[src/rtl/reg_file_master.sv]
// Initiator for the 8-bit register-file port: sequences READ/WRITE/MOVE/CLEAR
// strobes from a valid/ready command stream and returns one response per command.
//
// state | meaning
// IDLE  | waiting for a command, cmd_ready high
// RD    | rf_read high, rf_addr = rs, rf_data captured on exit
// WR    | rf_write high, rf_addr = rd, rf_in = imm (WRITE) or captured data (MOVE)
// CLR   | rf_write high, rf_addr = clr_cnt, rf_in = 0, one register per cycle
// RSP   | rsp_valid high, waits for rsp_ready
module reg_file_master #(
   parameter int DW = 8,
   parameter int AW = 8,
   parameter int RW = 4
) (
   input  logic          clk,
   input  logic          rst_n,
   input  logic          cmd_valid,
   output logic          cmd_ready,
   input  logic [1:0]    cmd_op,
   input  logic [RW-1:0] cmd_rs,
   input  logic [RW-1:0] cmd_rd,
   input  logic [DW-1:0] cmd_imm,
   output logic          rsp_valid,
   input  logic          rsp_ready,
   output logic [DW-1:0] rsp_data,
   output logic          busy,
   output logic          rf_write,
   output logic          rf_read,
   output logic [AW-1:0] rf_addr,
   output logic [DW-1:0] rf_in,
   input  logic [DW-1:0] rf_data
);

   localparam logic [1:0] OP_READ  = 2'b00;
   localparam logic [1:0] OP_WRITE = 2'b01;
   localparam logic [1:0] OP_MOVE  = 2'b10;
   localparam logic [1:0] OP_CLEAR = 2'b11;

   typedef enum logic [2:0] {
      S_IDLE,
      S_RD,
      S_WR,
      S_CLR,
      S_RSP
   } state_t;

   state_t        state_q, state_d;
   logic [1:0]    op_q;
   logic [RW-1:0] rs_q, rd_q, clr_cnt;
   logic [DW-1:0] imm_q, data_q;
   logic [RW-1:0] idx;
   logic          clr_last;

   assign clr_last = (clr_cnt == {RW{1'b1}});

   always_ff @(posedge clk or negedge rst_n) begin
      if (!rst_n) state_q <= S_IDLE;
      else        state_q <= state_d;
   end

   // data_q doubles as the response register and the MOVE holding register
   always_ff @(posedge clk or negedge rst_n) begin
      if (!rst_n) begin
         op_q    <= OP_READ;
         rs_q    <= '0;
         rd_q    <= '0;
         imm_q   <= '0;
         data_q  <= '0;
         clr_cnt <= '0;
      end else begin
         case (state_q)
            S_IDLE: if (cmd_valid) begin
               op_q    <= cmd_op;
               rs_q    <= cmd_rs;
               rd_q    <= cmd_rd;
               imm_q   <= cmd_imm;
               clr_cnt <= '0;
            end
            S_RD:  data_q <= rf_data;
            S_WR:  if (op_q == OP_WRITE) data_q <= imm_q;
            S_CLR: begin
               clr_cnt <= clr_cnt + 1'b1;
               if (clr_last) data_q <= '0;
            end
            default: ;
         endcase
      end
   end

   always_comb begin
      state_d = state_q;
      case (state_q)
         S_IDLE: if (cmd_valid) begin
            case (cmd_op)
               OP_WRITE: state_d = S_WR;
               OP_CLEAR: state_d = S_CLR;
               default:  state_d = S_RD;
            endcase
         end
         S_RD:    state_d = (op_q == OP_MOVE) ? S_WR : S_RSP;
         S_WR:    state_d = S_RSP;
         S_CLR:   if (clr_last) state_d = S_RSP;
         S_RSP:   if (rsp_ready) state_d = S_IDLE;
         default: state_d = S_IDLE;
      endcase
   end

   always_comb begin
      rf_read  = 1'b0;
      rf_write = 1'b0;
      idx      = '0;
      rf_in    = '0;
      case (state_q)
         S_RD: begin
            rf_read = 1'b1;
            idx     = rs_q;
         end
         S_WR: begin
            rf_write = 1'b1;
            idx      = rd_q;
            rf_in    = (op_q == OP_WRITE) ? imm_q : data_q;
         end
         S_CLR: begin
            rf_write = 1'b1;
            idx      = clr_cnt;
         end
         default: ;
      endcase
   end

   assign rf_addr   = {{(AW-RW){1'b0}}, idx};
   assign cmd_ready = (state_q == S_IDLE);
   assign rsp_valid = (state_q == S_RSP);
   assign busy      = (state_q != S_IDLE);
   assign rsp_data  = data_q;

endmodule

[config.mk]
export PLATFORM = sky130hd
export DESIGN_NAME = reg_file_master
export DESIGN_NICKNAME = d
export VERILOG_FILES = /design/src/rtl/reg_file_master.sv
export SDC_FILE = /design/constraint.sdc
export NUM_CORES = 1
export LEC_CHECK = 0
export ABC_AREA = 1
export CAP_MARGIN = 0
export CORE_ASPECT_RATIO = 0.5
export CORE_MARGIN = 4
export CORE_UTILIZATION = 35
export CTS_CLUSTER_SIZE = 20
export DETAILED_ROUTE_END_ITERATION = 10
export PLACE_DENSITY = 0.66
export SYNTH_ARGS = -nofsm -noshare
export SYNTH_HDL_FRONTEND = slang
export SYNTH_SLANG_ARGS = --single-unit
[constraint.sdc]
create_clock -name clk -period 1.6 [get_ports clk]
set_input_delay 0.16 -clock clk [delete_from_list [all_inputs] [get_ports clk]]
set_output_delay 0.16 -clock clk [all_outputs]
set_load 0.01 [all_outputs]
==> results of run 1 <==
where the power goes:
group,internal (W),switching (W)
Combinational,0.00111,0.00142
Sequential,0.00119,0.000224
Clock,0.000389,0.000310
Total,0.00269,0.00195
routing by layer:
layer,part of all wire,global-route usage,vias to the layer above
li1,-,-,915
met1,0.45,0.214,841
met2,0.49,0.267,45
met3,0.050,0.0438,6
met4,0.013,0.0533,0
met5,0,0,-
cell usage after synthesis:
| library cell | instances | share of area |
|---|---|---|
| sky130_fd_sc_hd__nand4_1 | 1 | 0.0035 |
| sky130_fd_sc_hd__ha_1 | 1 | 0.0069 |
| sky130_fd_sc_hd__o21ai_0 | 6 | 0.017 |
| sky130_fd_sc_hd__clkinv_1 | 1 | 0.0021 |
| sky130_fd_sc_hd__buf_6 | 1 | 0.0062 |
| sky130_fd_sc_hd__nor3_1 | 1 | 0.0028 |
| sky130_fd_sc_hd__buf_2 | 3 | 0.0083 |
| sky130_fd_sc_hd__nand3_1 | 29 | 0.081 |
| sky130_fd_sc_hd__nor2_4 | 1 | 0.0062 |
| sky130_fd_sc_hd__o21ai_1 | 3 | 0.0083 |
| sky130_fd_sc_hd__o211ai_1 | 4 | 0.017 |
| sky130_fd_sc_hd__xor2_1 | 1 | 0.0049 |
| sky130_fd_sc_hd__inv_2 | 2 | 0.0042 |
| sky130_fd_sc_hd__inv_1 | 38 | 0.079 |
| sky130_fd_sc_hd__conb_1 | 1 | 0.0021 |
| sky130_fd_sc_hd__dfrtp_1 | 33 | 0.46 |
| sky130_fd_sc_hd__nand2_2 | 3 | 0.010 |
| sky130_fd_sc_hd__nor2_1 | 15 | 0.031 |
| sky130_fd_sc_hd__clkbuf_1 | 2 | 0.0042 |
| sky130_fd_sc_hd__buf_4 | 5 | 0.021 |
| sky130_fd_sc_hd__nor2_2 | 2 | 0.0069 |
| sky130_fd_sc_hd__nand2_1 | 86 | 0.18 |
| sky130_fd_sc_hd__a21oi_1 | 11 | 0.031 |
| sky130_fd_sc_hd__nand3_4 | 1 | 0.0097 |
final timing paths:
| check | endpoint | slack [ps] | depth (start not counted) |
|---|---|---|---|
| setup / recovery | rf_addr[3] | -0.3 | 7 |
| hold / removal | rsp_data[4]$_DFFE_PN0P_ | 280 | 2 |
| setup reg to reg | clr_cnt[0]$_DFFE_PN0P_ | 120 | 9 |
| hold reg to reg | rs_q[0]$_DFFE_PN0P_ | 480 | 2 |
| max in group asynchronous | state_q[1]$_DFFE_PN0P_ | 970 | 2 |
| min in group clk | rd_q[1]$_DFFE_PN0P_ | 430 | 3 |
flip-flops by register name, summed over array words and instances, names as in the netlist:
signal,cells
imm_q,8
rsp_data,8
clr_cnt,4
rd_q,4
rs_q,4
state_q,3
op_q,2
final cells by class:
class | instances | share of cell area
multi-input combinational | 169 | 0.315
sequential | 33 | 0.304
timing repair buffer | 76 | 0.254
inverter | 41 | 0.0566
clock buffer | 7 | 0.0354
tap | 70 | 0.0322
clock inverter | 1 | 0.00184
what timing repair did:
| item | in CTS | in global routing |
|---|---|---|
| pin swaps | 2 | 6 |
| hold endpoints to repair | 0 | 0 |
| endpoints found under the setup margin | 17 | 21 |
| setup buffers | 2 | 2 |
| gates cloned | 1 | 0 |
| resized for setup | 62 | 32 |
metrics by stage:
| stage | hold slack, ps | area (sq um) | util |
|---|---|---|---|
| 2_1_floorplan | -136 | 1810 | - |
| 3_3_place_gp | 459 | 2540 | 0.512 |
| 3_5_place_dp | 461 | 2540 | 0.512 |
| 4_1_cts | 291 | 2670 | 0.538 |
| 5_1_grt | 305 | 2720 | 0.549 |
| 6_report | 279 | 2720 | 0.549 |
kinds of logic (layout without fill, tap and decap cells):
logic type | Yosys count | after routing | synth area share
AOI/OAI and AO/OA | 24 | 24 | 0.0722
xor gates and xnor gates | 1 | 1 | 0.00486
adders and majority gates | 1 | 1 | 0.00694
buffers and inverters | 52 | 125 | 0.125
DFF | 33 | 33 | 0.458
other | 1 | 4 | 0.00208
and+or+nand+nor | 139 | 139 | 0.331
==> flow_summary.ini, run 1 <==
[run_status]
outcome = finished, violations left
failing_checks = negative setup slack

[setup_path]
cp_slowest_stage_delay_ps = 390
worst-endpoint-required_ps = 1440
setup.worst_path.start_class = register
path_delay_family = buffers and inverters
arrival_time_worst_endpoint_ps = 1440
critical_path_class = register to output port
cp-end-kind = output port
r2r_start = state_q[0]$_DFFE_PN0P_
startpoint = state_q[2]$_DFFE_PN0P_
path_max_fanout = 6
crit_slowest_cell = sky130_fd_sc_hd__dfrtp_1
crit_buf_inv = 3
worstPathCellList = inv_2, nand2_4, nor2_4, buf_6, nand2_2, o211ai_1, buf_2

[clock_network]
cts_inserted_buffers = 5
worst_skew_pair.late_latency_ps = 280
cts_tree = done
tritoncts_num_sinks = 33
clock_tree.buffer_depth = 2
cts_htree_levels = 2
cts-hold-fix-buffers = 0
clock-root-buffer = sky130_fd_sc_hd__clkbuf_8
clk_pin_slew_ps = 70

[floorplanning]
io_pins = 59
die_width_um = 109
die_height_um = 58.7
core_sq_um = 4950
floorplan.initialDensity = 0.364
floorplan.die_area_sq_um = 6430
floorplan.rows = 18

[final_layout]
commonest_non_fill_non_tap_cell_in_the_layout = sky130_fd_sc_hd__nand2_1
count_of_antenna_diodes_in_the_layout = 0
layout.filler_cells = 492
multiInputGateArea_sq_um = 857
final_net_count = 357
area.sequential_sq_um = 827
layout.cells.most_common_list = sky130_fd_sc_hd__nand2_1, sky130_fd_sc_hd__clkdlybuf4s50_1, sky130_fd_sc_hd__inv_1, sky130_fd_sc_hd__dfrtp_1, sky130_fd_sc_hd__nand3_1
final_layout_size_suffix_gt1_frac = 0.226
flow.area_growth_from_synthesis_pct = 50.9
instances_no_fill = 397

[timing]
final-max-slew-violation-count = 0
timing.final.setup_violations = 1
max_freq_mhz = 625
fin_worst_skew_ps = 3.42
final.min_clock_period_ps = 1600
final_critical_path_setup_slack_ps = -0.303
finalHoldViolCount = 0
unrepaired_setup_endpoints_after_global_routing = yes
period_share = 1.00
setup_total_negative_slack_ps = -0.303

[detailed_routing]
route.detailed.vias_per_inst = 4.55
ant_nets = 0
routed_wirelength_mm = 4.92
wl_per_cell_um = 12.4
drt_initial_violations = 55
detail_route.first_pass.iterations = 4
route.detailed.drc = 0
routed-via-count = 1807

[synthesis]
post_synth_cell_types = 24
netlist_instances = 251
syn_area_sq_um = 1800
synth-warning-count = 0
synthesis.area_per_instance_sq_um = 7.18
yosys_register_bits = 33
synth.yosys.seq_area_share = 0.458

[place]
detailed_place_hpwl_mm = 3.57
post-place-cells = 386
portBuffers = 54
post_place_setup_slack_ps = -72.1
gp_congestion = 0.824

[hold_path]
holdCritPathClass = input port to async pin

[pwr]
ir_drop_worst_case_vdd_mv = 0.688
report.power.total_w = 0.00465
power.static_leakage_nw = 1.47
power_per_cell_area_nw_per_um2 = 1710

[global_routing]
gr-total-overflow = 0
grt_max_degree = 34
grt_first_pass_wirelength_mm = 8.10
antenna_found_initial = 0
number_of_global_route_vias_before_repair = 1751
grt_util_all_layers = 0.164

[run]
maxCapViolCount = 0
(Power assumes the default switching activity.)
==> inputs of run 2 (changes only) <==
Settings changed: HOLD_SLACK_MARGIN set to 0.12.
==> results of run 2 <==
The final DEF is identical to that of run 1; final timing and power are the same.
==> inputs of run 3 (changes only) <==
Settings changed: RECOVER_POWER set to 100.
==> flow_summary.ini, run 3 (same netlist as run 1, synthesis figures left out) <==
[run_status]
outcome = finished, violations left
failing_checks = negative setup slack

[final_layout]
final_layout_size_suffix_gt1_frac = 0.226
final_net_count = 357
layout.cells.most_common_list = sky130_fd_sc_hd__nand2_1, sky130_fd_sc_hd__inv_1, sky130_fd_sc_hd__dfrtp_1, sky130_fd_sc_hd__clkdlybuf4s50_1, sky130_fd_sc_hd__nand3_1
count_of_antenna_diodes_in_the_layout = 0
instances_no_fill = 397
commonest_non_fill_non_tap_cell_in_the_layout = sky130_fd_sc_hd__nand2_1
flow.area_growth_from_synthesis_pct = 50.8
finish.instance_area_sq_um = 2720

[timing]
worst_pin_slew_ps = 860
final-max-slew-violation-count = 0
fin_worst_skew_ps = 3.42
max_freq_mhz = 625
unrepaired_setup_endpoints_after_global_routing = yes
final_critical_path_setup_slack_ps = -0.303
period_share = 1.00
timing.hold.ws_ps = 426
final.min_clock_period_ps = 1600
timing.final.setup_violations = 1
finalHoldViolCount = 0
max-slew-margin-rel = 0.427

[place]
gp_congestion = 0.824
portBuffers = 54
cell_area_placed_sq_um = 2540
post-place-cells = 386
detailed_place_hpwl_mm = 3.57

[pwr]
power_per_cell_area_nw_per_um2 = 1700
power.static_leakage_nw = 1.48
ir_drop_worst_case_vdd_mv = 0.688

[floorplanning]
die_width_um = 109
die_height_um = 58.7
floorplan.initialDensity = 0.364
floorplan.rows = 18
floorplan.die_area_sq_um = 6430
core_sq_um = 4950
io_pins = 59

[detailed_routing]
met2_length_mm = 2.40
detail_route.wirelength.met1_mm = 2.20
route.detailed.vias_per_inst = 4.55
routed_wirelength_mm = 4.91
ant_nets = 0
wl_met3_um = 245
wl_per_cell_um = 12.4
route.detailed.drc = 0
drt_initial_violations = 54
detail_route.first_pass.iterations = 4
routed-via-count = 1806
routed.top_layer = met4

[clock_network]
clock-root-buffer = sky130_fd_sc_hd__clkbuf_8
cts_tree = done
tritoncts_num_sinks = 33
cts_inserted_buffers = 5
clock_tree.buffer_depth = 2
worst_skew_pair.late_latency_ps = 280
clk_pin_slew_ps = 70
cts_htree_levels = 2

[global_routing]
grt_util_all_layers = 0.164
grt_first_pass_wirelength_mm = 8.10
gr-total-overflow = 0
number_of_global_route_vias_before_repair = 1751
antenna_found_initial = 0
grt_max_degree = 34

[setup_path]
path_max_fanout = 6
setup.worst_path.start_class = register
worst-endpoint-required_ps = 1440
arrival_time_worst_endpoint_ps = 1440
critical_path_class = register to output port
cp-end-kind = output port

[run]
maxCapViolCount = 0

[hold_path]
holdCritPathClass = input port to register
run 3: cell count changes in the layout (fill, tap and decap cells not counted), sizes merged:
cell	change
clkdlybuf4s50	-9
dlygate4sd3	+9
buf	-1
clkbuf	+1
run 3: final timing paths:
| check | cells after the start | to | startpoint | slack, ps |
|---|---|---|---|---|
| min in group asynchronous | 2 | rsp_data[4]$_DFFE_PN0P_ | rst_n | 510 |
| setup reg to reg | 9 | clr_cnt[0]$_DFFE_PN0P_ | state_q[0]$_DFFE_PN0P_ | 120 |
| hold / removal | 3 | rd_q[1]$_DFFE_PN0P_ | cmd_rd[1] | 430 |
| hold reg to reg | 2 | rs_q[0]$_DFFE_PN0P_ | rs_q[0]$_DFFE_PN0P_ | 480 |
| max in group asynchronous | 2 | state_q[1]$_DFFE_PN0P_ | rst_n | 490 |
| setup / recovery | 7 | rf_addr[3] | state_q[2]$_DFFE_PN0P_ | -0.3 |
run 3: critical path: stages, from the launching register on:
cell and delay [ps]:
sky130_fd_sc_hd__dfrtp_1 390, sky130_fd_sc_hd__inv_2 80, sky130_fd_sc_hd__nand2_4 60, sky130_fd_sc_hd__nor2_4 140, sky130_fd_sc_hd__buf_6 180, sky130_fd_sc_hd__nand2_2 50
sky130_fd_sc_hd__o211ai_1 100, sky130_fd_sc_hd__buf_2 170
run 3: repair_timing:
| action | in CTS | in global routing |
|---|---|---|
| resized for setup | 62 | 32 |
| setup endpoints to repair | 17 | 21 |
| gates cloned | 1 | 0 |
| pin swaps | 2 | 6 |
| hold buffers | 0 | 0 |
| setup buffers | 2 | 2 |
run 3: final cells by class:
class	instances	area [sq um]
sequential	33	827
clock buffer	7	96.3
tap	70	87.6
multi-input combinational	169	857
clock inverter	1	5.00
fill	492	2240
timing repair buffer	76	689
inverter	41	154
run 3: where the power goes:
group	total [W]	internal (W)	switching (W)	leakage [nW]
registers	0.00141	0.00119	0.000220	0.402
clock network	0.000698	0.000389	0.000309	0.0542
logic	0.00250	0.00108	0.00142	1.02
total	0.00461	0.00266	0.00195	1.48
run 3: metal layers:
metal	global-route usage	vias to the layer above
li1	-	915
met1	0.214	840
met2	0.267	45
met3	0.0438	6
met4	0.0533	0
met5	0	-
run 3: stage by stage:
step	utilization	power [W]	setup slack (ps)	TNS [ps]
after global placement	0.512	0.00374	-38.3	-171
final	0.548	0.00461	-0.303	-0.303
after detailed placement	0.512	0.00381	-72.1	-558
after CTS	0.538	0.00456	-76.5	-169
after global routing	0.548	0.00501	-87.8	-450
after floorplan	-	0.00267	227	0
